===== src/rtl/if_fetch_stage_pkg.sv =====
// -----------------------------------------------------------------------------
// if_fetch_stage_pkg
// Shared definitions for the instruction-fetch stage:
//   - default reset PC and bubble (NOP) instruction word
//   - fetch FSM state encoding (2 bits)
//   - small PC helper functions (word increment, word alignment)
// -----------------------------------------------------------------------------
package if_fetch_stage_pkg;

    localparam logic [31:0] RESET_PC_DEFAULT  = 32'h0000_0000;
    localparam logic [31:0] NOP_INSTR_DEFAULT = 32'h0000_0000;

    typedef enum logic [1:0] {
        ST_START = 2'd0,   // first cycle after reset release, issues first request
        ST_WAIT  = 2'd1,   // exactly one request outstanding
        ST_HOLD  = 2'd2,   // skid buffer holds a response blocked by a stall
        ST_DROP  = 2'd3    // a stale response is still in flight and must be eaten
    } fetch_state_e;

    // Next sequential word address; wraps modulo 2^32.
    function automatic logic [31:0] pc_plus4(input logic [31:0] pc);
        return pc + 32'd4;
    endfunction

    // Redirect targets are always word aligned, whatever the low bits say.
    function automatic logic [31:0] align_word(input logic [31:0] addr);
        return {addr[31:2], 2'b00};
    endfunction

endpackage


===== src/rtl/if_fetch_stage_id_reg.sv =====
// -----------------------------------------------------------------------------
// if_id_reg
// IF/ID pipeline register. Flush has priority over load; with neither the
// register holds (this is also how a stall is honoured).
// Ports:
//   clk, rst        clock, synchronous active-low reset
//   load            capture load_instr / load_pc4 and mark valid
//   flush           replace contents with a bubble (NOP, pc4 = 0, invalid)
//   load_instr      instruction word to capture
//   load_pc4        PC+4 of that instruction
//   instr, id_pc4, id_valid   registered IF/ID contents
// -----------------------------------------------------------------------------
module if_id_reg
    import if_fetch_stage_pkg::*;
#(
    parameter logic [31:0] NOP_INSTR = NOP_INSTR_DEFAULT
) (
    input  logic        clk,
    input  logic        rst,
    input  logic        load,
    input  logic        flush,
    input  logic [31:0] load_instr,
    input  logic [31:0] load_pc4,
    output logic [31:0] instr,
    output logic [31:0] id_pc4,
    output logic        id_valid
);

    logic [31:0] instr_q, instr_d;
    logic [31:0] pc4_q, pc4_d;
    logic        valid_q, valid_d;

    // Select flush, load or hold for the next register contents.
    always_comb begin
        instr_d = instr_q;
        pc4_d   = pc4_q;
        valid_d = valid_q;
        if (flush) begin
            instr_d = NOP_INSTR;
            pc4_d   = 32'h0000_0000;
            valid_d = 1'b0;
        end else if (load) begin
            instr_d = load_instr;
            pc4_d   = load_pc4;
            valid_d = 1'b1;
        end else begin
            instr_d = instr_q;
            pc4_d   = pc4_q;
            valid_d = valid_q;
        end
    end

    // IF/ID storage with synchronous reset to a bubble.
    always_ff @(posedge clk) begin
        if (!rst) begin
            instr_q <= NOP_INSTR;
            pc4_q   <= 32'h0000_0000;
            valid_q <= 1'b0;
        end else begin
            instr_q <= instr_d;
            pc4_q   <= pc4_d;
            valid_q <= valid_d;
        end
    end

    assign instr    = instr_q;
    assign id_pc4   = pc4_q;
    assign id_valid = valid_q;

endmodule


===== src/rtl/if_fetch_stage.sv =====
// -----------------------------------------------------------------------------
// if_fetch_stage
// Instruction-fetch stage of a 5-stage MIPS pipeline. Owns the fetch PC,
// keeps at most one instruction-memory request outstanding, buffers one
// response when ID is stalled and drives the IF/ID register.
// Ports:
//   clk, rst                 clock, synchronous active-low reset
//   cu_wpcir                 stall from control unit (hold PC and IF/ID)
//   cu_branch, cu_jump       redirect requests resolved in ID this cycle
//   br_target, jmp_target    redirect targets (jump wins when both set)
//   imem_req, imem_addr      combinational one-cycle request pulse/address
//   imem_rvalid, imem_rdata  memory response strobe and word
//   if_instr                 word fetched this cycle, NOP when none
//   instr, id_pc4, id_valid  IF/ID register contents
// -----------------------------------------------------------------------------
module if_fetch_stage
    import if_fetch_stage_pkg::*;
#(
    parameter logic [31:0] RESET_PC  = RESET_PC_DEFAULT,
    parameter logic [31:0] NOP_INSTR = NOP_INSTR_DEFAULT
) (
    input  logic        clk,
    input  logic        rst,
    input  logic        cu_wpcir,
    input  logic        cu_branch,
    input  logic        cu_jump,
    input  logic [31:0] br_target,
    input  logic [31:0] jmp_target,
    output logic        imem_req,
    output logic [31:0] imem_addr,
    input  logic        imem_rvalid,
    input  logic [31:0] imem_rdata,
    output logic [31:0] if_instr,
    output logic [31:0] instr,
    output logic [31:0] id_pc4,
    output logic        id_valid
);

    fetch_state_e state_q, state_d;
    logic [31:0]  fetch_pc_q, fetch_pc_d;
    logic [31:0]  hold_instr_q, hold_instr_d;

    logic         redirect_s;
    logic [31:0]  target_s;
    logic [31:0]  pc_next_s;
    logic         req_s;
    logic [31:0]  addr_s;
    logic         load_s;
    logic [31:0]  load_instr_s;
    logic [31:0]  fetched_s;

    assign redirect_s = cu_branch | cu_jump;
    assign target_s   = align_word(cu_jump ? jmp_target : br_target);
    assign pc_next_s  = pc_plus4(fetch_pc_q);

    // Fetch FSM: next state, fetch PC, skid buffer, request and IF/ID load.
    always_comb begin
        state_d      = state_q;
        fetch_pc_d   = fetch_pc_q;
        hold_instr_d = hold_instr_q;
        req_s        = 1'b0;
        addr_s       = 32'h0000_0000;
        load_s       = 1'b0;
        load_instr_s = NOP_INSTR;
        fetched_s    = NOP_INSTR;
        case (state_q)
            ST_START: begin
                // Any response seen here belongs to a pre-reset request.
                req_s   = 1'b1;
                state_d = ST_WAIT;
                if (redirect_s) begin
                    fetch_pc_d = target_s;
                    addr_s     = target_s;
                end else begin
                    addr_s = fetch_pc_q;
                end
            end
            ST_WAIT: begin
                if (imem_rvalid) begin
                    fetched_s = imem_rdata;
                    if (redirect_s) begin
                        // Response is on the wrong path: drop it, refetch at target.
                        fetch_pc_d = target_s;
                        req_s      = 1'b1;
                        addr_s     = target_s;
                    end else if (cu_wpcir) begin
                        hold_instr_d = imem_rdata;
                        state_d      = ST_HOLD;
                    end else begin
                        load_s       = 1'b1;
                        load_instr_s = imem_rdata;
                        fetch_pc_d   = pc_next_s;
                        req_s        = 1'b1;
                        addr_s       = pc_next_s;
                    end
                end else if (redirect_s) begin
                    // The outstanding response is stale; remember where to go.
                    fetch_pc_d = target_s;
                    state_d    = ST_DROP;
                end else begin
                    state_d = ST_WAIT;
                end
            end
            ST_HOLD: begin
                fetched_s = hold_instr_q;
                if (redirect_s) begin
                    fetch_pc_d = target_s;
                    req_s      = 1'b1;
                    addr_s     = target_s;
                    state_d    = ST_WAIT;
                end else if (cu_wpcir) begin
                    state_d = ST_HOLD;
                end else begin
                    load_s       = 1'b1;
                    load_instr_s = hold_instr_q;
                    fetch_pc_d   = pc_next_s;
                    req_s        = 1'b1;
                    addr_s       = pc_next_s;
                    state_d      = ST_WAIT;
                end
            end
            ST_DROP: begin
                if (imem_rvalid) begin
                    // Stale word consumed; a same-cycle redirect still wins.
                    req_s   = 1'b1;
                    state_d = ST_WAIT;
                    if (redirect_s) begin
                        fetch_pc_d = target_s;
                        addr_s     = target_s;
                    end else begin
                        addr_s = fetch_pc_q;
                    end
                end else if (redirect_s) begin
                    fetch_pc_d = target_s;
                end else begin
                    state_d = ST_DROP;
                end
            end
            default: begin
                state_d    = ST_START;
                fetch_pc_d = RESET_PC;
            end
        endcase
    end

    // FSM state, fetch PC and skid buffer registers.
    always_ff @(posedge clk) begin
        if (!rst) begin
            state_q      <= ST_START;
            fetch_pc_q   <= RESET_PC;
            hold_instr_q <= 32'h0000_0000;
        end else begin
            state_q      <= state_d;
            fetch_pc_q   <= fetch_pc_d;
            hold_instr_q <= hold_instr_d;
        end
    end

    // Requests are suppressed while reset is held so the bus idles at zero.
    assign imem_req  = req_s & rst;
    assign imem_addr = (req_s & rst) ? addr_s : 32'h0000_0000;
    assign if_instr  = redirect_s ? NOP_INSTR : fetched_s;

    if_id_reg #(
        .NOP_INSTR (NOP_INSTR)
    ) u_if_id_reg (
        .clk        (clk),
        .rst        (rst),
        .load       (load_s),
        .flush      (redirect_s),
        .load_instr (load_instr_s),
        .load_pc4   (pc_next_s),
        .instr      (instr),
        .id_pc4     (id_pc4),
        .id_valid   (id_valid)
    );

endmodule


===== config.mk =====
export PLATFORM = sky130hd
export DESIGN_NAME = if_fetch_stage
export DESIGN_NICKNAME = d
export VERILOG_FILES = /design/src/rtl/if_fetch_stage_pkg.sv /design/src/rtl/if_fetch_stage_id_reg.sv /design/src/rtl/if_fetch_stage.sv
export SDC_FILE = /design/constraint.sdc
export NUM_CORES = 1
export LEC_CHECK = 0
export BUFFER_PORTS_ARGS = -buffer_cell sky130_fd_sc_hd__buf_2
export CAP_MARGIN = 20
export CORE_MARGIN = 2
export CORE_UTILIZATION = 35
export DETAILED_ROUTE_END_ITERATION = 12
export GPL_TIMING_DRIVEN = 1
export PLACE_DENSITY = 0.64
export SYNTH_ARGS = -nofsm -noshare
export SYNTH_HDL_FRONTEND = slang
export SYNTH_HIERARCHICAL = 1
export SYNTH_SLANG_ARGS = --single-unit

===== constraint.sdc =====
create_clock -name clk -period 3.44 [get_ports clk]
set_clock_uncertainty 0.2 [all_clocks]
set_input_delay 0.688 -clock clk [delete_from_list [all_inputs] [get_ports clk]]
set_output_delay 0.688 -clock clk [all_outputs]
set_load 0.05 [all_outputs]

==> results.tsv, run 1 <==
metric	value	unit
post-synth design cell area	7890	sq um
run status	finished, final reports clean	
mean cell area of the mapped netlist	7.45	sq um
Placed Area	9700	sq um
path depth of the worst reg2reg path	9	
clock latency at the later pin of the worst-skew pair	0.42	ns
synthesized flop and latch total	131	
class of the most critical hold timing path	register to register	
worst hold margin	0.255	ns
number of endpoints failing setup at the final stage	0	
gpl congestion	0.942	
largest fanout on the critical path	6	
most frequently used flop master after synthesis	sky130_fd_sc_hd__dfxtp_1	
Clk pin slew, worst setup/hold paths	0.07	ns
net count after synthesis	1167	
count of standard-cell rows	54	
antenna violations before repair	2	
Final Max Tran Viols	0	
fin nets	1418	
count of flip-flops with a built-in enable after synthesis	0	
cell taking the most area after synthesis	sky130_fd_sc_hd__dfxtp_1	
sum of overflow across all layers after global routing	0	
share of flip-flops with an asynchronous set or reset	0	%
actual slew at the worst max-slew pin	0.792	ns
most frequent cell after synthesis	sky130_fd_sc_hd__nor2_1	
Achievable Freq	293	MHz
Max-Slew Margin vs Limit	47.2	%
maximum count of clock buffers along a single path	2	
Vias	8793	
most frequent cells after synthesis	sky130_fd_sc_hd__nor2_1, sky130_fd_sc_hd__nand2_1, sky130_fd_sc_hd__dfxtp_1, sky130_fd_sc_hd__a21oi_1, sky130_fd_sc_hd__mux2i_1	
cells taking the most area after synthesis	sky130_fd_sc_hd__dfxtp_1, sky130_fd_sc_hd__mux2i_1, sky130_fd_sc_hd__nor2_1, sky130_fd_sc_hd__a21oi_1, sky130_fd_sc_hd__nand2_1	
Detailed Routing Iterations Pass 1	5	
endpoint type of the worst setup path	output port	
cell total after placement	1558	
pre-CTS WS	0.215	ns
Ys Warns	6	
Final Critical Period	3.41	ns
critical path required time	2.55	ns
fraction of layout cells with a size suffix above 1	32.8	%
overall power	4.78	mW
RSZ-0062 raised after global routing	yes	
Final Non-Filler Cells	1603	
detailed-route DRC error count	0	
post-synthesis sequential area ratio	33.2	%
path type of the worst setup path	register to output port	
CTS tree	yes	
gate count after technology mapping	1059	
count of final hold-check violations	0	
boundary pin count	232	
combined area of the multi-input logic cells	5080	sq um
first-pass GRT wire length	44.3	mm
Diodes inserted	0	
Sequential Power Share	34.6	%
share of total power in the clock network	38.6	%
largest stage delay on the critical path	0.63	ns
Cells on Worst Hold Path	2	
post-detailed-routing wire length	28.4	mm
fraction of power spent switching nets	36.8	%
peak supply drop	0.000326	V
share of the clock period used by the worst path	99.1	%
total power per unit cell area	446	nW/um^2
kind of start point of the critical path	register	
initial drt markers	537	
internal portion of total power	3.02	mW
vias per inst	5.49	
net load switching power	1.76	mW
vertical die dimension	154	um
critical path, cell by cell	nand4_4 -> or4_4 -> or3_4 -> a21oi_2 -> o22ai_2 -> o22ai_1 -> buf_4	
Placeable Area	22000	sq um
via count of the first global-routing pass	8306	
final standard cell area without fillers	10700	sq um
initial cell density of the core	35.9	%
floorplan die width	154	um
cell leakage power	4.29	nW
DPL Wire Length	20.4	mm
clock sink total	131	
growth of design area from synthesis to finish	35.8	%
number of maximum-capacitance constraint violations	0	
number of port buffers	227	
layout filler cell count	2163	
crit path max-delay cell type	sky130_fd_sc_hd__or4_4	
overall track demand over capacity in global routing	23.1	%
pin count of the biggest net entering global routing	62	
combinational share of power	26.9	%
WP data arrival	2.52	ns
area share of the leading cell type in the synthesized netlist	33.2	%
Synth cell types	74	
footprint of the flip-flops and latches	2650	sq um
Wirelength per Cell	17.7	um
number of nets with antenna violations after detailed routing	0	
crit path setup slack, layout	0.0312	ns
number of buffers created by CTS	17	
number of H-tree branching levels	4	
Die Footprint	23800	sq um
Root Buffer Master	sky130_fd_sc_hd__clkbuf_16	
## final timing paths
path              slack, ns                       endpoint                           from
hold / removal         0.25  hold_instr_q[31]$_SDFFE_PN0P_  hold_instr_q[31]$_SDFFE_PN0P_
setup / recovery       0.03                  imem_addr[19]      fetch_pc_q[11]$_SDFF_PN0_
hold reg to reg        0.25  hold_instr_q[31]$_SDFFE_PN0P_  hold_instr_q[31]$_SDFFE_PN0P_
setup reg to reg       0.56       fetch_pc_q[8]$_SDFF_PN0_        state_q[0]$_SDFFE_PN0P_
## metrics by stage
stage          util, %  setup TNS (ns)
3_5_place_dp      44.2               0
5_1_grt           48.8          -0.161
6_report          48.8               0
4_1_cts           47.8        -0.00175
3_3_place_gp      44.2               0
2_1_floorplan        -           -2.26
## routing by layer
metal | GRT usage, % | wire (um) | vias up
met4 | 9.26 | 964 | 4
met2 | 37.2 | 13100 | 390
met5 | 0 | 20 | -
li1 | - | - | 4217
met1 | 29.9 | 11900 | 4123
met3 | 5.74 | 2420 | 59
## layout make-up
cell class	instances	share of cell area, %
multi-input combinational	821	47.4
sequential	131	24.7
timing repair buffer	313	17.9
clock buffer	17	3.97
tap	280	3.27
clock inverter	15	1.75
inverter	26	0.945
## sequential cells by signal, summed over array words and instances, names as in the netlist
register / cells
hold_instr_q: 32
u_if_id_reg/id_pc4: 32
state_q: 2
fetch_pc_q: 32
u_if_id_reg/id_valid: 1
u_if_id_reg/instr: 32
## kinds of logic after synthesis
logic type	Yosys count	synth area share, %
xor+xnor	27	3.09
fa+ha+maj	6	0.951
flops	131	33.2
mux	77	9.78
buf+inv	107	6.83
compound gates	281	22.1
simple gates	430	24.0
## critical path: cells and delay by family (launching register included)
family,cells,cell delay [ns]
AOI/OAI and AO/OA,3,0.39
buffers and inverters,1,0.22
DFF,1,0.36
and+or+nand+nor,3,1.11
## layout by cell type (no fill, tap or decap), drive strengths merged, types with 5 or more instances in the layout
cell / instances
nor3: 15
mux2i: 76
xor2: 5
clkbuf: 22
xnor2: 22
dfxtp: 131
and3: 6
nand2: 141
nand3: 23
nand4: 11
nor2: 192
a21oi: 106
ha: 6
buf: 308
clkinv: 8
a31oi: 6
o21a: 11
nor4: 9
a22oi: 40
o21ai: 43
a211oi: 7
nor2b: 8
nand2b: 9
o22ai: 29
inv: 31
## power by group through the flow
stage / logic [mW] / clock network (mW) / registers (mW)
global route: 1.37 / 1.95 / 1.66
CTS: 1.23 / 1.88 / 1.64
global placement: 1.18 / 0 / 1.67
detailed placement: 1.19 / 0 / 1.67
floorplan: 0.803 / 0 / 1.65
finish: 1.28 / 1.84 / 1.65
## what timing repair did
item / 4_1_cts / 5_1_grt
setup buffers: 11 / 2
hold buffers: 0 / 0
pin swaps: 12 / 10
endpoints found under the setup margin: 23 / 22
resized for setup: 36 / 49
(Power assumes the default switching activity.)
==> inputs of run 2 (changes only) <==
--- a/config.mk
+++ b/config.mk
@@ -7,6 +7,7 @@
 export LEC_CHECK = 0
 export BUFFER_PORTS_ARGS = -buffer_cell sky130_fd_sc_hd__buf_2
 export CAP_MARGIN = 20
+export CORE_ASPECT_RATIO = 1.1
 export CORE_MARGIN = 2
 export CORE_UTILIZATION = 35
 export DETAILED_ROUTE_END_ITERATION = 12
==> run 2 against run 1 <==
  * The flow now finishes with violations (setup timing)
  * Routed wire length up 2.8%
  * Power grew 1.2%
  * Fmax is 1.0% lower
  * Combinational power about the same
  * Sequential power barely moved
  * Final area increased by 0.97%
  * Clock power increased by 3%
  * Final cell count up 1.8%
  * Flip-flop and latch count did not move
  * Highest routed layer unchanged
  * Utilization up 0.14 points
==> results.tsv, run 2 (same netlist as run 1, synthesis figures left out) <==
metric	value	unit	change
first-pass GRT wire length	45.2	mm	+2.2%
family of cells with the greatest summed delay on the critical path	simple AND/OR/NAND/NOR gates		
clock sink total	131		unchanged
hold buffers post-CTS	0		unchanged
vertical die dimension	162	um	+4.8%
vias per inst	5.40		-1.6%
Detailed Routing Iterations Pass 1	5		unchanged
number of maximum-capacitance constraint violations	0		unchanged
floorplan die width	147	um	-4.5%
CTS tree	yes		
Die Footprint	23800	sq um	about the same
via count of the first global-routing pass	8307		+0.012%
cell leakage power	4.39	nW	+2.3%
kind of start point of the critical path	register		
DPL Wire Length	21.2	mm	+4.0%
Diodes inserted	0		unchanged
Placed Area	9710	sq um	+0.14%
fin nets	1432		+0.99%
number of endpoints failing setup at the final stage	2		+2
post-detailed-routing wire length	29.2	mm	+2.8%
gpl congestion	0.938		-0.48%
RSZ-0062 raised after global routing	yes		
leading cell type in the layout, fill and taps excluded	sky130_fd_sc_hd__buf_2		
fraction of layout cells with a size suffix above 1	33.2	%	+0.40 points
overall power	4.83	mW	+1.2%
WP data arrival	2.56	ns	+0.04 ns
peak supply drop	0.000333	V	+2.2%
Clk pin slew, worst setup/hold paths	0.07	ns	about the same
maximum count of clock buffers along a single path	2		unchanged
path type of the worst setup path	register to output port		
largest fanout on the critical path	7		+1
growth of design area from synthesis to finish	37.1	%	
layout filler cell count	2219		+2.6%
Wirelength per Cell	17.9	um	+0.95%
number of port buffers	227		unchanged
worst hold margin	0.255	ns	+0.000148 ns
final standard cell area without fillers	10800	sq um	+0.97%
initial cell density of the core	35.7	%	-0.24 points
class of the most critical hold timing path	register to register		
Final Critical Period	3.44	ns	+0.0353 ns
commonest cells after routing, fill and taps aside	sky130_fd_sc_hd__buf_2, sky130_fd_sc_hd__nor2_1, sky130_fd_sc_hd__nand2_1		
critical path, cell by cell	nand4_4 -> or4_4 -> or3_4 -> a21oi_2 -> o21ai_1 -> a21oi_2 -> buf_6		
Achievable Freq	290	MHz	-1.0%
number of buffers created by CTS	17		unchanged
Buffers & Inverters on Critical Path	1		unchanged
overall track demand over capacity in global routing	24.0	%	+0.83 points
sum of overflow across all layers after global routing	0		unchanged
count of final hold-check violations	0		unchanged
critical path required time	2.55	ns	about the same
number of nets with antenna violations after detailed routing	0		unchanged
number of H-tree branching levels	4		unchanged
most numerous cell on the critical path	sky130_fd_sc_hd__a21oi_2		
antenna violations before repair	1		-1
crit path max-delay cell type	sky130_fd_sc_hd__or4_4		
Final Max Tran Viols	0		unchanged
run status	complete, but fails checks		
endpoint type of the worst setup path	output port		
total power per unit cell area	447	nW/um^2	+0.26%
boundary pin count	232		unchanged
Vias	8805		+0.14%
crit path setup slack, layout	-0.00413	ns	-0.0353 ns
Root Buffer Master	sky130_fd_sc_hd__clkbuf_16		
largest stage delay on the critical path	0.65	ns	+0.02 ns
Placeable Area	22100	sq um	+0.68%
share of the clock period used by the worst path	100	%	+1.0 points
count of standard-cell rows	57		+5.6%
actual slew at the worst max-slew pin	0.637	ns	-0.155 ns
failing checks	setup timing		
pin count of the biggest net entering global routing	48		-23%
Max-Slew Margin vs Limit	57.5	%	+10 points
detailed-route DRC error count	0		unchanged
clock latency at the later pin of the worst-skew pair	0.43	ns	about the same
initial drt markers	624		+16%
-- run 2: final cells by class --
type                            count  area (sq um)  area share, %
Timing Repair Buffer              327          2050           18.9
Inverter                           26           101          0.936
Clock buffer                       17           425           3.93
Clock inverter                     15           183           1.69
Multi-Input combinational cell    821          5050           46.7
Tap cell                          295           369           3.41
Sequential cell                   131          2650           24.5
-- run 2: worst min-delay path, delay by kind of cell, from the launching register on --
kind	cells	cell delay, ns
AO/OA/AOI/OAI	1	0.05
flip-flops	1	0.31
AND/OR/NAND/NOR	1	0.05
-- run 2: worst paths after layout --
check                                                    from  cells past startpoint                                   to  slack (ns)
worst max-delay path                 fetch_pc_q[2]$_SDFF_PN0_                      7                        imem_addr[17]      -0.004
worst max register to register      fetch_pc_q[12]$_SDFF_PN0_                     20  u_if_id_reg/id_pc4[27]$_SDFFE_PP0P_        0.58
worst min register to register  hold_instr_q[21]$_SDFFE_PN0P_                      2        hold_instr_q[21]$_SDFFE_PN0P_        0.26
worst min-delay path            hold_instr_q[21]$_SDFFE_PN0P_                      2        hold_instr_q[21]$_SDFFE_PN0P_        0.26
-- run 2: power breakdown --
| part | switching (mW) | total [mW] | internal [mW] |
|---|---|---|---|
| registers | 0.0708 | 1.65 | 1.58 |
| logic | 0.829 | 1.30 | 0.467 |
| clock network | 0.844 | 1.89 | 1.05 |
-- run 2: routing by layer --
layer | up-vias | GRT usage [%] | wire length [um]
li1 | 4248 | - | -
met1 | 4105 | 29.9 | 11800
met2 | 401 | 40.2 | 14000
met3 | 49 | 5.79 | 2480
met4 | 2 | 8.96 | 860
met5 | - | 0 | 11
-- run 2: stage by stage --
stage | TNS (ns) | setup WS [ns] | util [%] | instances
6_report | -0.00799 | -0.00413 | 49.0 | 1632
5_1_grt | -0.535 | -0.0855 | 49.0 | 1632
4_1_cts | 0 | 0.000716 | 47.9 | 1627
3_5_place_dp | 0 | 0.159 | 43.9 | 1574
3_3_place_gp | 0 | 0.169 | 43.9 | 1574
2_1_floorplan | -2.26 | -0.307 | - | 1059
-- run 2: repair_timing --
item	CTS	global route
pin swaps	15	14
cloned	0	0
buffers inserted	21	5
endpoints found under the setup margin	26	25
resized for setup	39	58
